### config.mk
export PLATFORM = sky130hd
export DESIGN_NAME = wb_arbiter
export DESIGN_NICKNAME = d
export VERILOG_FILES = /design/src/rtl/rv_pkg.sv /design/src/rtl/rr_arbiter.sv /design/src/rtl/wb_arbiter.sv
export SDC_FILE = /design/constraint.sdc
export NUM_CORES = 1
export LEC_CHECK = 0
export CORE_MARGIN = 2
export CORE_UTILIZATION = 30
export DETAILED_ROUTE_END_ITERATION = 10
export PLACE_DENSITY = 0.69
export SLEW_MARGIN = 15
export SYNTH_ARGS = -nofsm -noshare
export SYNTH_HDL_FRONTEND = slang
export SYNTH_SLANG_ARGS = --single-unit
### constraint.sdc
create_clock -name clk -period 3.51 [get_ports clk]
set_input_delay 1.053 -clock clk [delete_from_list [all_inputs] [get_ports clk]]
set_output_delay 1.053 -clock clk [all_outputs]
set_load 0.01 [all_outputs]
### src/rtl/rv_pkg.sv
// rv_pkg: register-file geometry and write-back request types shared across the core
package rv_pkg;

    localparam int REG_COUNT  = 32;
    localparam int REG_ADDR_W = 5;
    localparam int XLEN       = 32;

    typedef logic [REG_ADDR_W-1:0] reg_addr_t;

    typedef struct packed {
        reg_addr_t       addr;
        logic [XLEN-1:0] data;
    } wb_req_t;

endpackage

### src/rtl/rr_arbiter.sv
// rr_arbiter: round-robin one-hot grant with a last-grant pointer that moves only when a grant is consumed
module rr_arbiter #(
    parameter int NUM_REQ = 2,
    localparam int PTR_W = (NUM_REQ > 1) ? $clog2(NUM_REQ) : 1
) (
    input  logic               clk,
    input  logic               rst_n,
    input  logic [NUM_REQ-1:0] req,
    input  logic               advance,
    output logic [NUM_REQ-1:0] grant,
    output logic [PTR_W-1:0]   ptr
);

    logic [PTR_W-1:0] idx;
    logic [PTR_W-1:0] win;

    // search from ptr+1 onward; walking backwards lets the nearest valid requester overwrite farther ones
    always_comb begin
        grant = '0;
        win   = ptr;
        idx   = '0;
        for (int k = NUM_REQ; k >= 1; k--) begin
            idx = PTR_W'((int'(ptr) + k) % NUM_REQ);
            if (req[idx]) begin
                grant      = '0;
                grant[idx] = 1'b1;
                win        = idx;
            end
        end
    end

    // pointer starts at the last requester so requester 0 leads after reset
    always_ff @(posedge clk or negedge rst_n) begin
        if (!rst_n)
            ptr <= PTR_W'(NUM_REQ - 1);
        else if (advance)
            ptr <= win;
    end

endmodule

### src/rtl/wb_arbiter.sv
// wb_arbiter: shares the register-file write port between requesters and tracks pending writes per register
module wb_arbiter
    import rv_pkg::*;
#(
    parameter int NUM_REQ = 2,
    parameter int DATA_W  = XLEN,
    parameter int ADDR_W  = REG_ADDR_W,
    localparam int PTR_W  = (NUM_REQ > 1) ? $clog2(NUM_REQ) : 1
) (
    input  logic                           clk,
    input  logic                           rst_n,
    input  logic [NUM_REQ-1:0]             req_valid,
    input  logic [NUM_REQ-1:0][ADDR_W-1:0] req_addr,
    input  logic [NUM_REQ-1:0][DATA_W-1:0] req_data,
    output logic [NUM_REQ-1:0]             req_ready,
    input  logic                           reserve_en,
    input  logic [ADDR_W-1:0]              reserve_addr,
    output logic [REG_COUNT-1:0]           busy_vec,
    output logic                           rf_write_enable,
    output logic [ADDR_W-1:0]              rf_addr,
    output logic [DATA_W-1:0]              rf_write_data
);

    logic [NUM_REQ-1:0]   grant;
    logic [PTR_W-1:0]     last_grant;
    logic                 transfer;
    logic [ADDR_W-1:0]    win_addr;
    logic [DATA_W-1:0]    win_data;
    logic [REG_COUNT-1:0] busy_next;

    rr_arbiter #(.NUM_REQ(NUM_REQ)) u_rr (
        .clk     (clk),
        .rst_n   (rst_n),
        .req     (req_valid),
        .advance (transfer),
        .grant   (grant),
        .ptr     (last_grant)
    );

    // no grant escapes while reset is held, so requesters keep their writes for after release
    always_comb begin
        req_ready = grant & {NUM_REQ{rst_n}};
        transfer  = |req_ready;
        win_addr  = '0;
        win_data  = '0;
        for (int i = 0; i < NUM_REQ; i++) begin
            if (req_ready[i]) begin
                win_addr = req_addr[i];
                win_data = req_data[i];
            end
        end
    end

    // one-cycle output stage; x0 writes are accepted but never enable the register file
    always_ff @(posedge clk or negedge rst_n) begin
        if (!rst_n) begin
            rf_write_enable <= 1'b0;
            rf_addr         <= '0;
            rf_write_data   <= '0;
        end else if (transfer) begin
            rf_write_enable <= win_addr != '0;
            rf_addr         <= win_addr;
            rf_write_data   <= win_data;
        end else begin
            rf_write_enable <= 1'b0;
        end
    end

    // clear on commit, then set on reserve so a fresh reservation of the same register survives
    always_comb begin
        busy_next = busy_vec;
        if (rf_write_enable)
            busy_next[rf_addr] = 1'b0;
        if (reserve_en && reserve_addr != '0)
            busy_next[reserve_addr] = 1'b1;
        busy_next[0] = 1'b0;
    end

    // scoreboard register
    always_ff @(posedge clk or negedge rst_n) begin
        if (!rst_n)
            busy_vec <= '0;
        else
            busy_vec <= busy_next;
    end

    a_reserve_free: assert property (@(posedge clk) disable iff (!rst_n)
        !(reserve_en && reserve_addr != '0 && busy_vec[reserve_addr]
          && !(rf_write_enable && rf_addr == reserve_addr)));

    a_grant_onehot: assert property (@(posedge clk) disable iff (!rst_n)
        $onehot0(req_ready) && int'(last_grant) < NUM_REQ);

endmodule

Word level (Yosys, flattened, before mapping)
Index checks and enable logic that the tools add are counted.

storage, ports and cells
  logic and storage cells = 52
  input bits = 84
  flip-flop bits (word level) = 70

cells by class
  add/sub/neg operators = 2
  $lt $le $gt $ge = 8
  reduce and logical (&&, ||, !) cells = 10
  muxes and demuxes = 23
  bitwise logic cells = 4

operators with widths
  kind                                                                number
  two-way mux 32 bit                                                  4
  AND 32 bit                                                          1
  inverter 32 bit                                                     1
  bitwise OR 32 bit                                                   1
  less-than comparator 5 x 6 -> 1 bit (second input constant)         2
  two-way mux 1 bit                                                   11
  demux 1 bit (select 5 bit)                                          2
  greater-or-equal comparator 5 x 1 -> 1 bit (second input constant)  2
  two-way mux 5 bit                                                   2
  nonzero test 5 bit                                                  2
  logical AND 1 bit                                                   5
  less-than comparator 1 x 2 -> 1 bit (second input constant)         2
  two-way mux 2 bit                                                   2
  adder 1 bit (second input constant)                                 2
  AND 2 bit                                                           1
  demux 1 bit (select 1 bit)                                          2
  greater-or-equal comparator 1 bit (second input constant)           2
  AND reduction 2 bit                                                 1
  nonzero test 2 bit                                                  1
  OR reduction 2 bit                                                  1

Longest topological paths before layout
  depth in word-level cells = 12
  mapped depth = 7
  mapped depth without buffers = 4

Modules after synthesis
Synthesis repeated with hierarchy kept, for this count alone.

unflattened totals
  cell total of the unflattened synthesis = 307
  area total of the unflattened synthesis = 3129.3 sq um

modules (own cells, without submodules)
  module      seq. area each (sq um)  cells an instance  times used  area an instance (sq um)
  wb_arbiter  1726.7                  301                1           3072.9
  rr_arbiter  26.3                    6                  1           56.3

Worst setup path before layout
OpenSTA, ideal clock, no wires.

  path type = in2out
  from = input port req_valid[0]
  to = output port req_ready[1]
  slack = 0.710 ns
  path buffers = 3
  arrival = 1.747 ns
  data required time = 2.457 ns
  stages on the path = 5
  path through = buf_6 -> a21boi_4 -> and2_4 -> buf_6 -> buf_6

between the ends
  word-level cells in the longest chain between the ends = 5
  elaborated cells between the ends (all ways) = 7

RTL lines
  what                                                   RTL line          text
  start: declaration                                     wb_arbiter.sv:12  input logic [NUM_REQ-1:0] req_valid,
  two-way mux 1 bit (not written as such) (2 in series)  rr_arbiter.sv:24  if (req[idx]) begin
  two-way mux 2 bit                                      rr_arbiter.sv:24
  two-way mux 2 bit (*)                                  rr_arbiter.sv:24
  AND 2 bit (*)                                          wb_arbiter.sv:42  req_ready = grant & {NUM_REQ{rst_n}};
  end: declaration                                       wb_arbiter.sv:15  output logic [NUM_REQ-1:0] req_ready,

Every way passes the cells marked *; elsewhere a longest branch is shown, timed or not. The select of a mux whose other input is x is not followed.

Final worst setup path
  from = input port req_valid[1]
  to = output port req_ready[0]

The elaborated chain is that of the path after synthesis.

==> summary.txt <==
Power and ir drop
  – Max VDD drop: 207 µV
  – Part of the power in registers: 42.7%
  – Power Internal: 0.00194 W
  – NetSw: 0.000880 W
  – Pwr Total: 0.00282 W
  – Comb power frac: 38.0%
  – Power per cell area: 586 nW/µm²
  – Lkg Pwr: 2.05 nW
  – Switching part of the total: 31.2%
  – Clk pwr share: 19.4%

Routing
  – Drc violations: 0
  – Vias: 2847
  – Final WL: 9430 µm
  – Wirelength per Cell: 16.8 µm
  – Router iterations before antenna repair: 5
  – Initial DRC count: 214
  – DR vias/cell: 5.08
  – Post-route ant nets: 0

Synthesis
  – Post-synth EDFFs: 0
  – Sequential area share after synthesis: 58.5%
  – Number of synthesis warnings: 0
  – Post-synthesis async set-or-reset flop share: 100%
  – Mapped Nets: 351
  – Top_reg_cell synth: dfrtp_1
  – Mean Syn Cell Area: 11.2 µm²
  – Synth Instances: 267
  – Post-synthesis cell area: 3000 µm²
  – #FFs+latches synth: 70
  – Synth cell types: 31

Die
  – Num rows: 36
  – Die height: 104 µm
  – Starting density of the core: 30.8%
  – Overall die area: 10800 µm²
  – Core Area: 9730 µm²
  – Die width: 104 µm
  – Top-Level Pins: 156

Final layout
  – Commonest non-fill, non-tap cells in the layout: 151 x clkdlybuf4s50_1, 69 x dfrtp_1, 45 x o21ai_1
  – Commonest non-fill, non-tap cell in the layout: clkdlybuf4s50_1
  – Final net count: 508
  – # diodes: 0
  – Post-route insts no fill: 560
  – Layout cells sized above 1: 6.56%
  – Area Growth Syn to Fin: 60.6%

STA
  – Final Worst Setup Slack: 0.379 ns
  – Tmin final: 3.13 ns
  – Fin. max-slew vios: 0
  – Clk_skew: 0.00577 ns
  – RSZ-0062 raised after global routing: false
  – Rel. slew slack: 55.8%
  – Final Setup Violations: 0
  – Worst-margin pin slew: 0.662 ns
  – Final hold vios: 0
  – Fmax: 0.319 GHz
  – Part of the cycle the worst path needs: 89.2%
  – Setup_tns: 0 ns

Job
  – Max Cap Violations: 0

Critical path
  – CP max-delay cell: clkdlybuf4s50_1
  – Arrival @ worst endpoint: 2.08 ns
  – Crit path cell chain: clkdlybuf4s50_1 -> buf_4 -> nand2b_2 -> and3_4 -> dlymetal6s2s_1
  – Setup crit end kind: primary output
  – CP peak stage delay: 0.48 ns
  – Worst EP required: 2.46 ns
  – CP max FO: 3
  – Critical path type: in -> out
  – Register-to-register setup slack: 1.89 ns
  – Startpoint Class: input pin

Placed design
  – Port Buffers: 154
  – Detail Placement HPWL: 6770 µm
  – Cells after DPL: 546
  – RD Place Congestion: 0.846
  – Pre-CTS WS: 0.00414 ns

GRT
  – Total grt overflow: 0
  – Pin count of the biggest net entering global routing: 55
  – Wire length of the first global-routing pass: 14900 µm
  – Number of global-route vias before repair: 2968
  – Initial antenna violation count: 0
  – Total track usage: 17.2%

Clock tree
  – CTS Hold Bufs: 0
  – Clock slew at reported path FFs: 0.07 ns
  – Clock buffer count from CTS: 9
  – Later-pin clock latency in the skew report: 0.33 ns
  – Clock Tree Buf Depth: 2
  – CTS tree: done
  – Setup repair bufs after CTS: 0
  – CTS sink cnt: 70
  – Root Buffer: clkbuf_8
  – H-tree Lvls: 3

Worst hold path
  – Hold Path Class: reg -> reg

Outcome
  – Outcome: completed
==> final timing paths <==
kind / start / endpoint / depth (start not counted)
min in group asynchronous: rst_n / u_rr.ptr$_DFFE_PN1P_ / 1
setup reg to reg: u_rr.ptr$_DFFE_PN1P_ / rf_write_data[25]$_DFFE_PN0P_ / 5
setup / recovery: req_valid[1] / req_ready[0] / 5
max in group asynchronous: rst_n / rf_write_data[8]$_DFFE_PN0P_ / 2
hold / removal: rf_write_data[16]$_DFFE_PN0P_ / rf_write_data[16]$_DFFE_PN0P_ / 2
hold reg to reg: rf_write_data[16]$_DFFE_PN0P_ / rf_write_data[16]$_DFFE_PN0P_ / 2
==> layer usage <==
| layer | global-route usage, % | vias to the layer above | wire length [µm] |
|---|---|---|---|
| li1 | - | 1317 | - |
| met5 | 0 | - | 0 |
| met2 | 29.3 | 110 | 4780 |
| met1 | 20.4 | 1395 | 3870 |
| met4 | 9.27 | 0 | 314 |
| met3 | 3.45 | 25 | 461 |
==> repair_timing <==
action | in CTS | in global routing
hold endpoints to repair | 0 | 0
setup endpoints to repair | 0 | 2
resized for setup | 0 | 2
==> synthesized netlist by cell type, types with 4 or more instances <==
| master | instances | area share [%] |
|---|---|---|
| a222oi_1 | 32 | 11 |
| buf_2 | 4 | 0.67 |
| buf_6 | 6 | 2.3 |
| clkbuf_1 | 6 | 0.75 |
| dfrtp_1 | 69 | 58 |
| inv_1 | 33 | 4.1 |
| nand2_1 | 6 | 0.75 |
| nand3_1 | 4 | 0.67 |
| nand3b_1 | 10 | 2.5 |
| nor2_1 | 5 | 0.63 |
| o21ai_0 | 17 | 2.8 |
| o21ai_1 | 45 | 7.5 |
| or3b_1 | 5 | 1.5 |
==> per-stage QoR <==
step	util [%]	hold WS (ns)	instance area (µm²)
after global routing	49.5	0.526	4810
after floorplan	-	0.525	3000
after global placement	47.8	0.482	4650
after detailed placement	47.8	0.494	4650
final	49.5	0.508	4810
after CTS	49.4	0.510	4810
==> cell families (layout without fill, tap and decap cells) <==
kind of cell           after synthesis  after routing  share of synthesized area [%]
AOI/OAI and AO/OA                  108            108                           25.1
buffers and inverters               50            210                           8.06
DFF                                 70             70                           58.5
other                                1              1                          0.125
and+or+nand+nor                     38             38                           8.18
==> state kept, by name, indices dropped and copies added, names as in the netlist <==
signal,cells
u_rr.ptr,1
busy_vec,31
rf_write_enable,1
rf_write_data,32
rf_addr,5
==> power groups by stage <==
stage	Combinational (W)	Sequential, W	Clock (W)
2_1_floorplan	0.000300	0.00129	0
3_3_place_gp	0.00106	0.00121	0
3_5_place_dp	0.00108	0.00122	0
4_1_cts	0.00108	0.00120	0.000568
5_1_grt	0.00115	0.00123	0.000601
6_report	0.00107	0.00120	0.000546
==> worst max-delay path: cells and delay by family <==
| family | cells | cell delay (ns) |
|---|---|---|
| buffers and inverters | 3 | 0.79 |
| AND/OR/NAND/NOR | 2 | 0.24 |
==> area by class of cell <==
class	count	area, µm²
fillers	947	4920
well taps	133	166
clock buffers	12	145
multi-input cells	147	1000
clock inverters	2	10.0
flip-flops and latches	70	1750
inverters	33	124
repair buffers	163	1610
Note: power is estimated with default switching activity, not from simulation.
